## src/rtl/multicycle_controller.sv

```systemverilog
// Multicycle control FSM for the 8-bit data / 16-bit instruction datapath.
// Fetches and latches each instruction, then sequences the datapath strobes one phase at a time.
module multicycle_controller #(
    parameter int unsigned IWIDTH = 16,
    parameter int unsigned CWIDTH = 8
) (
    input  logic              clk,
    input  logic              reset,
    input  logic [IWIDTH-1:0] imem_rdata,
    input  logic              imem_ready,
    output logic              imem_req,
    input  logic              dmem_ready,
    output logic              dmem_req,
    output logic              dmem_we,
    input  logic              zero,
    output logic [IWIDTH-1:0] instr,
    output logic              memtoreg,
    output logic              alusrc,
    output logic              regdst,
    output logic              regwrite,
    output logic              jump,
    output logic              pcsrc,
    output logic [2:0]        alucontrol,
    output logic              pc_en,
    output logic              halted,
    output logic              illegal,
    output logic [CWIDTH-1:0] retired
);

    localparam logic [2:0] S_FETCH   = 3'd0;
    localparam logic [2:0] S_DECODE  = 3'd1;
    localparam logic [2:0] S_EXEC    = 3'd2;
    localparam logic [2:0] S_MEM     = 3'd3;
    localparam logic [2:0] S_WB      = 3'd4;
    localparam logic [2:0] S_HALT    = 3'd5;
    localparam logic [2:0] S_ILLEGAL = 3'd6;

    logic [2:0]        state_q, state_d;
    logic [IWIDTH-1:0] instr_q, instr_d;
    logic [CWIDTH-1:0] retired_q, retired_d;

    logic [3:0] opcode;
    logic [2:0] funct;
    logic       op_r, op_lw, op_sw, op_beq, op_addi, op_j, op_halt;
    logic       funct_ok;

    assign opcode   = instr_q[IWIDTH-1 -: 4];
    assign funct    = instr_q[2:0];
    assign op_r     = (opcode == 4'd0);
    assign op_lw    = (opcode == 4'd1);
    assign op_sw    = (opcode == 4'd2);
    assign op_beq   = (opcode == 4'd3);
    assign op_addi  = (opcode == 4'd4);
    assign op_j     = (opcode == 4'd5);
    assign op_halt  = (opcode == 4'd15);
    assign funct_ok = (funct == 3'b010) || (funct == 3'b110) || (funct == 3'b000) ||
                      (funct == 3'b001) || (funct == 3'b111);

    always_comb begin
        state_d    = state_q;
        instr_d    = instr_q;
        dmem_req   = 1'b0;
        dmem_we    = 1'b0;
        memtoreg   = 1'b0;
        alusrc     = 1'b0;
        regdst     = 1'b0;
        regwrite   = 1'b0;
        jump       = 1'b0;
        pcsrc      = 1'b0;
        alucontrol = 3'b000;
        pc_en      = 1'b0;
        case (state_q)
            S_FETCH: begin
                if (imem_ready) begin
                    instr_d = imem_rdata;
                    state_d = S_DECODE;
                end
            end
            S_DECODE: begin
                if (op_j) begin
                    jump    = 1'b1;
                    pc_en   = 1'b1;
                    state_d = S_FETCH;
                end else if (op_halt) begin
                    state_d = S_HALT;
                end else if (op_r || op_lw || op_sw || op_beq || op_addi) begin
                    state_d = S_EXEC;
                end else begin
                    state_d = S_ILLEGAL;
                end
            end
            S_EXEC: begin
                if (op_r) begin
                    if (funct_ok) begin
                        alucontrol = funct;
                        state_d    = S_WB;
                    end else begin
                        state_d = S_ILLEGAL;
                    end
                end else if (op_lw || op_sw || op_addi) begin
                    alusrc     = 1'b1;
                    alucontrol = 3'b010;
                    state_d    = op_addi ? S_WB : S_MEM;
                end else if (op_beq) begin
                    alucontrol = 3'b110;
                    pcsrc      = zero;
                    pc_en      = 1'b1;
                    state_d    = S_FETCH;
                end else begin
                    state_d = S_ILLEGAL;
                end
            end
            S_MEM: begin
                dmem_req   = 1'b1;
                dmem_we    = op_sw;
                alusrc     = 1'b1;
                alucontrol = 3'b010;
                if (dmem_ready) begin
                    if (op_sw) begin
                        pc_en   = 1'b1;
                        state_d = S_FETCH;
                    end else begin
                        state_d = S_WB;
                    end
                end
            end
            S_WB: begin
                regwrite = 1'b1;
                pc_en    = 1'b1;
                state_d  = S_FETCH;
                // ALU controls stay driven so aluout is stable while it is written back.
                if (op_r) begin
                    regdst     = 1'b1;
                    alucontrol = funct;
                end else if (op_lw) begin
                    memtoreg   = 1'b1;
                    alusrc     = 1'b1;
                    alucontrol = 3'b010;
                end else begin
                    alusrc     = 1'b1;
                    alucontrol = 3'b010;
                end
            end
            S_HALT:    state_d = S_HALT;
            S_ILLEGAL: state_d = S_ILLEGAL;
            default:   state_d = S_ILLEGAL;
        endcase
    end

    assign retired_d = retired_q + CWIDTH'(pc_en);

    always_ff @(posedge clk or posedge reset) begin
        if (reset) begin
            state_q   <= S_FETCH;
            instr_q   <= '0;
            retired_q <= '0;
        end else begin
            state_q   <= state_d;
            instr_q   <= instr_d;
            retired_q <= retired_d;
        end
    end

    // Gated by reset so a fetch in flight is abandoned the moment reset rises.
    assign imem_req = (state_q == S_FETCH) && !reset;
    assign instr    = instr_q;
    assign halted   = (state_q == S_HALT);
    assign illegal  = (state_q == S_ILLEGAL);
    assign retired  = retired_q;

endmodule

```

## config.mk

```make
export PLATFORM = sky130hd
export DESIGN_NAME = multicycle_controller
export DESIGN_NICKNAME = d
export VERILOG_FILES = /design/src/rtl/multicycle_controller.sv
export SDC_FILE = /design/constraint.sdc
export NUM_CORES = 1
export LEC_CHECK = 0
export ABC_AREA = 1
export CAP_MARGIN = 10
export CORE_MARGIN = 4
export CORE_UTILIZATION = 39
export CTS_CLUSTER_DIAMETER = 60
export DETAILED_ROUTE_END_ITERATION = 7
export PLACE_DENSITY = 0.73
export SLEW_MARGIN = 20
export SYNTH_ARGS = -nofsm -noshare
export SYNTH_HDL_FRONTEND = slang
export SYNTH_SLANG_ARGS = --single-unit
export TNS_END_PERCENT = 10
```

## constraint.sdc

```tcl
create_clock -name clk -period 1.7 [get_ports clk]
set_input_delay 0.34 -clock clk [delete_from_list [all_inputs] [get_ports clk]]
set_output_delay 0.34 -clock clk [all_outputs]
set_load 0.01 [all_outputs]
```

======== Word-level counts from Yosys, hierarchy flattened ========
Index checks and enable logic that the tools add are counted.
storage, ports and cells
  register bits ........................... 27
  output and inout port bits .............. 39
  word-level logic and storage cells ...... 81
cells by class
  add/subtract/negate cells ............... 1
  eq/ne operators ......................... 18
  mux-type cells .......................... 42
  reduce and logical (&&, ||, !) cells .... 17
operator list
  cell                count
  $mux 3              15
  $mux 1              22
  $pmux 3 s6          1
  $eq 3x3->1 const B  5
  $logic_or 1x1->1    10
  $eq 3x2->1 const B  3
  $pmux 3 s3          1
  $add 8x1->8         1
  $eq 4x2->1 const B  2
  $eq 4x3->1 const B  2
  $eq 3x1->1 const B  2
  $logic_not 3->1     2
  $eq 4x1->1 const B  1
  $eq 4x4->1 const B  1
  $logic_not 4->1     1
  $ne 2x2->1 const B  2
  $pmux 1 s4          1
  $reduce_and 2->1    2
  $pmux 1 s3          1
  $mux 2              1
  $logic_and 1x1->1   1
  $logic_not 1->1     1

======== Depth between registers and ports, before layout ========
Gate-level depths: netlist of run 1.
  depth in word-level cells ............... 9
  depth in mapped cells ................... 13

======== Least setup slack after synthesis of run 1 ========
No wires, ideal clock.
  path type ............................... register to register
  from .................................... reg state_q[2]
  to ...................................... reg retired_q[6], in the netlist retired[6]
  setup time .............................. 0.125 ns
  data arrival time ....................... 1.825 ns
  path slack .............................. -0.251 ns
  stages on the path, launching flop included .. 14
  cell sequence ........................... dfrtp_1 > inv_1 > nand2_4 > nor2_8 > inv_2 > nor2_4 > nand2_1 > nand4_1 > ha_1 > ha_1 > nand2_1 > inv_1 > nand4_1 > xnor2_1
on the way
  word-level cells in the longest chain between the ends .. 3
RTL lines
  element                             line  RTL
  from (decl)                         38    logic [2:0] state_q, state_d;
  from (signal assigned)              158   state_q <= state_d;
  $eq 3x3->1 (tied with other cells)  72    case (state_q)
  $pmux 1 s4 (*)                      72
  net pc_en                           24    output logic pc_en,
  $add 8x1->8 (*)                     150   assign retired_d = retired_q + CWIDTH'(pc_en);
  net retired_d[6]                    40    logic [CWIDTH-1:0] retired_q, retired_d;
  to (signal assigned)                160   retired_q <= retired_d;
  to (decl)                           40
The timed path passes the listed nets; every way through them passes the cells marked *.
A chain may end at the register's enable or synchronous reset.

======== Worst setup path in the final report of run 1 ========
  from .................................... reg state_q[0]
  to ...................................... reg retired_q[6], in the netlist retired[6]
on the way
  word-level cells in the longest chain between the ends .. 3
RTL lines
  element                             line
  $eq 3x3->1 (tied with other cells)  72
  $pmux 1 s4 (*)                      72
  $add 8x1->8 (*)                     150
  net retired_d[6]                    40
Marked as above.

==> flow_metrics.env, run 1 <==
export IMPL_avgSynthCellArea_um2=7.959
export IMPL_num_vias=1576
export IMPL_syn2layout_area_growth_pct=73.66
export IMPL_finalSetupTns_ns=-1.711
export IMPL_r2r_slack_ns=-0.26
export IMPL_numPortBuffers=59
export IMPL_total_power_w=0.004247
export IMPL_num_rows=22
export IMPL_fin_skew_ns=0.002711
export IMPL_dieWidth_um=70.44
export IMPL_finalNetCount=324
export IMPL_path_class="flop to flop"
export IMPL_cap_violations=0
export IMPL_synth_ff_latch_count=27
export IMPL_cp_arrival_ns=2.11
export IMPL_yosys_area_top_type="dfrtp_1"
export IMPL_p_leak_nw=1.410
export IMPL_ios=60
export IMPL_h_tree_depth=1
export IMPL_final_common_cell="buf_4"
export IMPL_cts_root_buf="clkbuf_8"
export IMPL_vias_per_cell=4.529
export IMPL_seq_area_frac_synth=0.4444
export IMPL_start_util=0.4091
export IMPL_grt_pass1_wl_um=6617
export IMPL_violations="negative setup slack"
export IMPL_clockBufferDepth=2
export IMPL_synth_top_area_frac=0.4444
export IMPL_die_h_um=70.44
export IMPL_fillers=301
export IMPL_core_area_mm2=0.003716
export IMPL_routed_wl_um=3900
export IMPL_mostFrequentLayoutCells="buf_4, clkdlybuf4s50_1, nand2_1"
export IMPL_status="finished, violations left"
export IMPL_path_max_fanout=6
export IMPL_cts_num_sinks=27
export IMPL_rr_endpoint="retired[6]"
export IMPL_die_area_mm2=0.004961
export IMPL_grtUsageTotal=0.1598
export IMPL_relSlewSlack=0.8498
export IMPL_finalHoldViolations=0
export IMPL_setup_viol=13
export IMPL_end_kind="flop"
export IMPL_ff2ff_path_depth=11
export IMPL_required_ns=1.85
export IMPL_grt_max_degree=33
export IMPL_antenna_cells=0
export IMPL_clk_latency_ns=0.26
export IMPL_drtIter0Drc=94
export IMPL_hpwl_um=2920
export IMPL_drv_slew=0
export IMPL_synthCells=191
export IMPL_rsz0062_at_grt="yes"
export IMPL_drc=0
export IMPL_fin_crit_sh=1.152
export IMPL_cts_buffers=3
export IMPL_startpoint_type="flop"
export IMPL_synth_warnings=0
export IMPL_hold_class="input pin to async pin"
export IMPL_power_density_mw_per_mm2=1609
export IMPL_utilization=0.7104
export IMPL_gp_congestion=0.8348
export IMPL_syn_nets=214
export IMPL_drive_gt1_frac=0.3767
export IMPL_fin_ws_ns=-0.2577
export IMPL_whs_ns=0.2960
export IMPL_antenna_found_initial=0
export IMPL_finalCriticalPeriod_ns=1.958
export IMPL_drt_pass1_iterations=4
export IMPL_dp_cells=332
export IMPL_avgRoutedWirePerCell_um=11.21
export IMPL_instances_no_fill=348
export IMPL_syn_area_mm2=0.001520
export IMPL_clk_pin_slew_ns=0.09
export IMPL_ant_nets=0
export IMPL_max_vdd_ir_drop_v=0.0007983
export IMPL_timing_fmax_mhz=510.8
export IMPL_grt_pass1_vias=1580
export IMPL_grt_overflow=0
export IMPL_reg2reg_from="state_q[0]"
export IMPL_synth_area_leaders="dfrtp_1, nand2_1, inv_1"
export IMPL_synth_cell_type_count=23
export IMPL_tightest_slew_ns=0.2253
export IMPL_cts_tree="built"
[area by class of cell]
type                       count  area (µm²)  share of cell area
clock buffer                   4       45.04             0.01706
tap                           48       60.06             0.02275
multi-input combinational    124       768.2              0.2910
inverter                      37       143.9             0.05450
sequential                    27       675.6              0.2559
timing repair buffer         108       947.2              0.3588
[flip-flops by register name, indices dropped and copies added (netlist names)]
signal	cells
retired	8
state_q	3
instr	16
[Yosys cell counts, drive strengths merged]
cell type and n:
a21oi 9, nand2 45, buf 3, ha 2, nand4 3, inv 37, nor4 1, nor2 27
nand3 15, xnor2 2, xor2 3, o21ai 17, dfrtp 27
[routing by layer]
| layer | vias to the layer above | wire length (µm) | GRT usage |
|---|---|---|---|
| met2 | 48 | 1815 | 0.2630 |
| met3 | 8 | 275 | 0.03741 |
| li1 | 806 | - | - |
| met5 | - | 0 | 0 |
| met1 | 714 | 1753 | 0.2023 |
| met4 | 0 | 55 | 0.05957 |
[critical path, cell delays in order, from the launching register on]
cell and delay (ns):
dfrtp_1 0.43, buf_6 0.14, buf_6 0.11, nor2_4 0.16
nand2_2 0.10, nand4_1 0.15, ha_2 0.24, ha_4 0.15
nand2_4 0.05, inv_2 0.05, nand4_1 0.12, xnor2_1 0.16
[cells by family (layout without fill, tap and decap cells)]
family / count (synthesis) / in the layout / synth area share
simple gates: 91 / 91 / 0.2889
buf+inv: 40 / 149 / 0.1086
flops: 27 / 27 / 0.4444
compound gates: 26 / 26 / 0.1127
xor+xnor: 5 / 5 / 0.02881
fa+ha+maj: 2 / 2 / 0.01646
[through the flow]
step | area, µm² | setup slack (ns)
floorplan | 1520 | -0.1989
global placement | 2447 | -0.2511
detailed placement | 2447 | -0.3016
CTS | 2585 | -0.2280
global route | 2640 | -0.3308
finish | 2640 | -0.2577
[repair_timing]
item,in CTS,in global routing
pin swaps,14,11
gates resized for setup,69,20
buffers inserted,8,4
setup endpoints to repair,21,25
hold buffers,0,0
[worst max path at each step]
stage                           from    endpoint  slack (ns)  cells after the start
after floorplan           state_q[2]  retired[6]       -0.20                     13
after detailed placement   instr[15]  retired[6]       -0.30                     11
after CTS                  instr[14]  retired[6]       -0.23                     12
final                     state_q[0]  retired[6]       -0.26                     11
after global placement     instr[15]       pc_en       -0.25                      7
after global routing      state_q[0]  retired[6]       -0.33                     11
[report_power, final]
group	internal (W)	total, W	switching, W
clock network	0.000167	0.000350	0.000182
registers	0.000924	0.00118	0.000251
logic	0.00145	0.00272	0.00128
(Power assumes the default switching activity.)
==> run 2: changes to the inputs <==
RECOVER_POWER = 25   (was not set)
==> run 2 against run 1 <==
Compared with the run above:
- the run still ends with negative setup slack left
- wire length fell by 0.28%
- design area down 0.57%
- core utilization fell by 0.40 points
- clock-buffer cell count unchanged
- sequential share of layout area rose by 0.15 points
- global-route usage unchanged
- first-iteration DRC count decreased by 18%
- register-to-register slack about the same
- hold slack improved by 0.11 ns
- sequential cell count unchanged
- via count rose by 0.32%
- clock power about the same
- largest cell class unchanged
- highest routed layer unchanged
==> flow_metrics.env, run 2 (synthesis results as in run 1) <==
export IMPL_status="finished, violations left"
export IMPL_violations="negative setup slack"
export IMPL_required_ns=1.85
export IMPL_setup_viol=13
export IMPL_tightest_slew_ns=0.5781
export IMPL_p_comb_frac=0.640
export IMPL_crit_path_top_delay_cell="dfrtp_1"
export IMPL_antenna_cells=0
export IMPL_mostFrequentLayoutCells="buf_4, clkdlybuf4s50_1, nand2_1"
export IMPL_final_common_cell="buf_4"
export IMPL_numPortBuffers=59
export IMPL_p_leak_nw=1.405
export IMPL_p_int_w=0.002533
export IMPL_max_vdd_ir_drop_v=0.0007983
export IMPL_end_kind="flop"
export IMPL_core_area_mm2=0.003716
export IMPL_dieWidth_um=70.44
export IMPL_cts_num_sinks=27
export IMPL_instances_no_fill=348
export IMPL_clockBufferDepth=2
export IMPL_seqPwrFrac=0.277
export IMPL_hpwl_um=2920
export IMPL_fin_crit_sh=1.150
export IMPL_cts_root_buf="clkbuf_8"
export IMPL_swShare=0.4027
export IMPL_timing_fmax_mhz=511.5
export IMPL_num_rows=22
export IMPL_finalHoldViolations=0
export IMPL_r2r_slack_ns=-0.25
export IMPL_vias_per_cell=4.543
export IMPL_clk_latency_ns=0.26
export IMPL_rsz0062_at_grt="yes"
export IMPL_routed_wl_um=3889
export IMPL_start_util=0.4091
export IMPL_ff2ff_path_depth=11
export IMPL_cap_violations=0
export IMPL_h_tree_depth=1
export IMPL_hold_class="input pin to async pin"
export IMPL_drt_pass1_iterations=4
export IMPL_grt_pass1_wl_um=6617
export IMPL_grt_max_degree=33
export IMPL_drive_gt1_frac=0.3767
export IMPL_path_class="flop to flop"
export IMPL_path_max_fanout=6
export IMPL_cpPeakStageDelay_ns=0.43
export IMPL_crit_end="retired[6]"
export IMPL_avgRoutedWirePerCell_um=11.18
export IMPL_cts_buffers=3
export IMPL_largest_reg_flops=16
export IMPL_die_h_um=70.44
export IMPL_grtUsageTotal=0.1598
export IMPL_path_cells="buf_6, buf_6, nor2_4, nand2_2, nand4_1, ha_2, ha_4, nand2_4, inv_2, nand4_1, xnor2_1"
export IMPL_relSlewSlack=0.6146
export IMPL_ios=60
export IMPL_drtIter0Drc=77
export IMPL_power_density_mw_per_mm2=1615
export IMPL_die_area_mm2=0.004961
export IMPL_reg2reg_from="state_q[0]"
export IMPL_fin_skew_ns=0.002733
export IMPL_p_sw_w=0.001708
export IMPL_startpoint_type="flop"
export IMPL_syn2layout_area_growth_pct=72.68
export IMPL_ant_nets=0
export IMPL_fillers=303
export IMPL_fin_ws_ns=-0.2549
export IMPL_clkPwrFrac=0.082
export IMPL_crit_start="state_q[0]"
export IMPL_path_depth=11
export IMPL_grt_pass1_vias=1580
export IMPL_clk_pin_slew_ns=0.09
export IMPL_finalCriticalPeriod_ns=1.955
export IMPL_finalNetCount=324
export IMPL_num_vias=1581
export IMPL_cts_tree="built"
export IMPL_drc=0
export IMPL_cts_hold_buffers=0
export IMPL_finalSetupTns_ns=-1.691
export IMPL_rr_endpoint="retired[6]"
export IMPL_gp_congestion=0.8348
export IMPL_dp_cells=332
export IMPL_path_delay_family="simple AND/OR/NAND/NOR gates"
export IMPL_cp_arrival_ns=2.11
export IMPL_grt_overflow=0
export IMPL_crit_buf_inv=3
export IMPL_drv_slew=0
export IMPL_total_power_w=0.004241
export IMPL_antenna_found_initial=0
-- run 2: cell count changes in the layout (fill, tap and decap cells not counted), sizes merged --
| cell | delta |
|---|---|
| dlygate4sd3 | +1 |
| clkbuf | +1 |
| clkdlybuf4s50 | -1 |
| buf | -1 |
-- run 2: cell type report --
type	count	area [µm²]	area share
well taps	48	60.06	0.02288
inverters	37	143.9	0.05481
flip-flops and latches	27	675.6	0.2574
repair buffers	108	932.1	0.3551
multi-input cells	124	768.2	0.2927
clock buffers	4	45.04	0.01716
-- run 2: repair_timing --
action | in CTS | in global routing
setup buffers | 8 | 4
resized for setup | 69 | 20
pin swaps | 14 | 11
setup endpoints to repair | 21 | 25
-- run 2: power groups by stage --
stage	registers (W)	clock network (W)	logic (W)
2_1_floorplan	0.00129	0	0.000984
3_5_place_dp	0.00115	0	0.00250
4_1_cts	0.00116	0.000362	0.00265
5_1_grt	0.00121	0.000396	0.00299
3_3_place_gp	0.00114	0	0.00247
6_report	0.00118	0.000350	0.00272
-- run 2: worst min-delay path by stage --
| stage | startpoint | to | slack (ns) | cells past startpoint |
|---|---|---|---|---|
| floorplan | reset | instr[0] | 0.39 | 1 |
| global placement | instr[4] | instr[4] | 0.46 | 2 |
| detailed placement | instr[4] | instr[4] | 0.47 | 2 |
| CTS | reset | retired[0] | 0.29 | 2 |
| global route | reset | state_q[1] | 0.41 | 2 |
| finish | reset | state_q[1] | 0.40 | 2 |
-- run 2: metal layers --
layer / up-vias / GRT usage / share of wire
li1: 806 / - / -
met1: 719 / 0.2023 / 0.45
met2: 48 / 0.2630 / 0.47
met3: 8 / 0.03741 / 0.071
met4: 0 / 0.05957 / 0.014
met5: - / 0 / 0
-- run 2: stage by stage --
stage                     utilization  hold slack, ns  area (µm²)  setup slack, ns
final                          0.7064          0.4043        2625          -0.2549
after global routing           0.7064          0.4100        2625          -0.3308
after CTS                      0.6956          0.2902        2585          -0.2280
after detailed placement       0.6586          0.4685        2447          -0.3016
after global placement         0.6586          0.4643        2447          -0.2511
after floorplan                     -          0.3927        1520          -0.1989
-- run 2: worst register-to-register path: cells and delay by family (launching register included) --
family | cells | cell delay [ns]
buf+inv | 3 | 0.30
flops | 1 | 0.43
xor+xnor | 1 | 0.16
fa+ha+maj | 2 | 0.39
simple gates | 5 | 0.58
==> run 3: changes to the inputs <==
--- a/config.mk
+++ b/config.mk
@@ -12,6 +12,7 @@
 export CTS_CLUSTER_DIAMETER = 60
 export DETAILED_ROUTE_END_ITERATION = 7
-export PLACE_DENSITY = 0.73
+export PLACE_DENSITY = 0.76
 export RECOVER_POWER = 25
+export REMOVE_ABC_BUFFERS = 1
 export SLEW_MARGIN = 20
 export SYNTH_ARGS = -nofsm -noshare
==> constraint.sdc (replaced) <==
create_clock -name clk -period 1.7 [get_ports clk]
set_input_delay 0.34 -clock clk [delete_from_list [all_inputs] [get_ports clk]]
set_output_delay 0.34 -clock clk [all_outputs]
set_load 0.02 [all_outputs]
==> run 3 against run 2 <==
Compared with the run above:
- the flow still finishes with violations (negative setup slack)
- sequential cell count did not move
- wire length rose by 3.9%
- design area rose by 0.24%
- critical path depth fell by 5
- non-clock buffer count rose by 1
- clock power rose by 3%
- maximum frequency rose by 1.6%
- cell count rose by 0.29%
- global-route usage fell by 0.28 points
- clock skew rose by 0.0052 ns
- die area did not move
- hold slack improved by 0.079 ns
- critical endpoint is now alucontrol[1]
==> flow_metrics.env, run 3 (synthesis results as in run 1) <==
export IMPL_core_area_mm2=0.003716
export IMPL_whs_endpoint="instr[5]"
export IMPL_antenna_cells=0
export IMPL_finalHoldViolations=0
export IMPL_utilization=0.7081
export IMPL_start_util=0.4091
export IMPL_p_leak_nw=1.444
export IMPL_syn2layout_area_growth_pct=73.09
export IMPL_whs_ns=0.4830
export IMPL_routed_wl_um=4041
export IMPL_gp_congestion=0.7959
export IMPL_ff2ff_path_depth=12
export IMPL_h_tree_depth=1
export IMPL_grt_pass1_wl_um=6472
export IMPL_final_common_cell="buf_4"
export IMPL_largest_reg_flops=16
export IMPL_finalCriticalPeriod_ns=1.924
export IMPL_antenna_found_initial=0
export IMPL_setup_viol=14
export IMPL_startpoint_type="flop"
export IMPL_ios=60
export IMPL_fin_ws_ns=-0.2239
export IMPL_hp_start="instr[5]"
export IMPL_grt_overflow=0
export IMPL_required_ns=1.36
export IMPL_cts_tree="built"
export IMPL_cap_violations=0
export IMPL_cts_root_buf="clkbuf_8"
export IMPL_drc=0
export IMPL_hold_class="flop to flop"
export IMPL_finalNetCount=325
export IMPL_dieWidth_um=70.44
export IMPL_hpwl_um=2904
export IMPL_mostFrequentLayoutCells="buf_4, nand2_1, clkdlybuf4s50_1"
export IMPL_reg2reg_from="instr[15]"
export IMPL_drt_pass1_iterations=4
export IMPL_cts_hold_buffers=0
export IMPL_rsz0062_at_grt="yes"
export IMPL_grt_pass1_vias=1511
export IMPL_drive_gt1_frac=0.3920
export IMPL_grt_max_degree=33
export IMPL_vias_per_cell=4.464
export IMPL_grtUsageTotal=0.1570
export IMPL_timing_fmax_mhz=519.8
export IMPL_die_h_um=70.44
export IMPL_holdPathStages=2
export IMPL_clk_pin_slew_ns=0.09
export IMPL_cts_buffers=3
export IMPL_end_kind="primary output"
export IMPL_numPortBuffers=59
export IMPL_fin_skew_ns=0.007884
export IMPL_fin_crit_sh=1.132
export IMPL_die_area_mm2=0.004961
export IMPL_crit_start="instr[15]"
export IMPL_max_vdd_ir_drop_v=0.0008649
export IMPL_violations="negative setup slack"
export IMPL_rr_endpoint="retired[6]"
export IMPL_avgRoutedWirePerCell_um=11.58
export IMPL_r2r_slack_ns=-0.21
export IMPL_ant_nets=0
export IMPL_relSlewSlack=0.5503
export IMPL_num_rows=22
export IMPL_status="finished, violations left"
export IMPL_path_class="flop to primary output"
export IMPL_clk_latency_ns=0.27
export IMPL_fillers=309
export IMPL_num_vias=1558
export IMPL_path_max_fanout=4
export IMPL_cp_arrival_ns=1.58
export IMPL_drtIter0Drc=61
export IMPL_power_density_mw_per_mm2=1716
export IMPL_total_power_w=0.004515
export IMPL_drv_slew=0
export IMPL_cts_num_sinks=27
export IMPL_clockBufferDepth=2
export IMPL_tightest_slew_ns=0.6746
## run 3: cell types whose count changed in the layout (fill, tap and decap cells not counted), sizes merged
cell and change:
dlygate4sd2 -1, dlymetal6s2s +3, clkbuf -2, clkdlybuf4s50 -6
clkdlybuf4s15 +2, clkinv +1, buf +4
## run 3: worst max path at each step
stage	end	slack (ns)
floorplan	retired[6]	-0.45
global placement	alucontrol[0]	-0.30
detailed placement	alucontrol[0]	-0.35
CTS	retired[7]	-0.22
global route	retired[6]	-0.35
finish	alucontrol[1]	-0.22
## run 3: routing by layer
metal	wire length (µm)	track usage
met5	0	0
met3	215	0.03022
met4	27	0.03191
met1	1765	0.2029
met2	2032	0.2713
## run 3: stage by stage
| step | area, µm² | setup TNS, ns | setup slack [ns] | std cells |
|---|---|---|---|---|
| 2_1_floorplan | 1494 | -2.253 | -0.4452 | 188 |
| 3_3_place_gp | 2442 | -3.736 | -0.2959 | 333 |
| 3_5_place_dp | 2442 | -4.284 | -0.3548 | 333 |
| 4_1_cts | 2541 | -1.797 | -0.2237 | 344 |
| 5_1_grt | 2631 | -3.305 | -0.3484 | 349 |
| 6_report | 2631 | -1.684 | -0.2239 | 349 |
## run 3: area by class of cell
| class | instances | area (µm²) | area share |
|---|---|---|---|
| clock inverters | 1 | 5.005 | 0.001902 |
| well taps | 48 | 60.06 | 0.02282 |
| repair buffers | 109 | 950.9 | 0.3614 |
| inverters | 37 | 141.4 | 0.05373 |
| flip-flops and latches | 27 | 678.2 | 0.2577 |
| clock buffers | 3 | 41.29 | 0.01569 |
| multi-input cells | 124 | 754.5 | 0.2867 |
## run 3: report_power, final
part	internal, W	leakage, nW	total, W	switching (W)
logic	0.00145	1.09	0.00297	0.00152
registers	0.000928	0.324	0.00118	0.000252
clock network	0.000164	0.0255	0.000362	0.000198
## run 3: what timing repair did
item,in CTS,in global routing
endpoints found under the setup margin,28,25
pin swaps,3,8
buffers inserted,7,5
gates resized for setup,76,26
## run 3: critical path: stages, from the launching register on
cell and delay, ns:
dfrtp_1 0.43, buf_6 0.15, buf_4 0.12, o21ai_1 0.16
nand3_1 0.10, nand3_1 0.08, clkdlybuf4s15_2 0.26
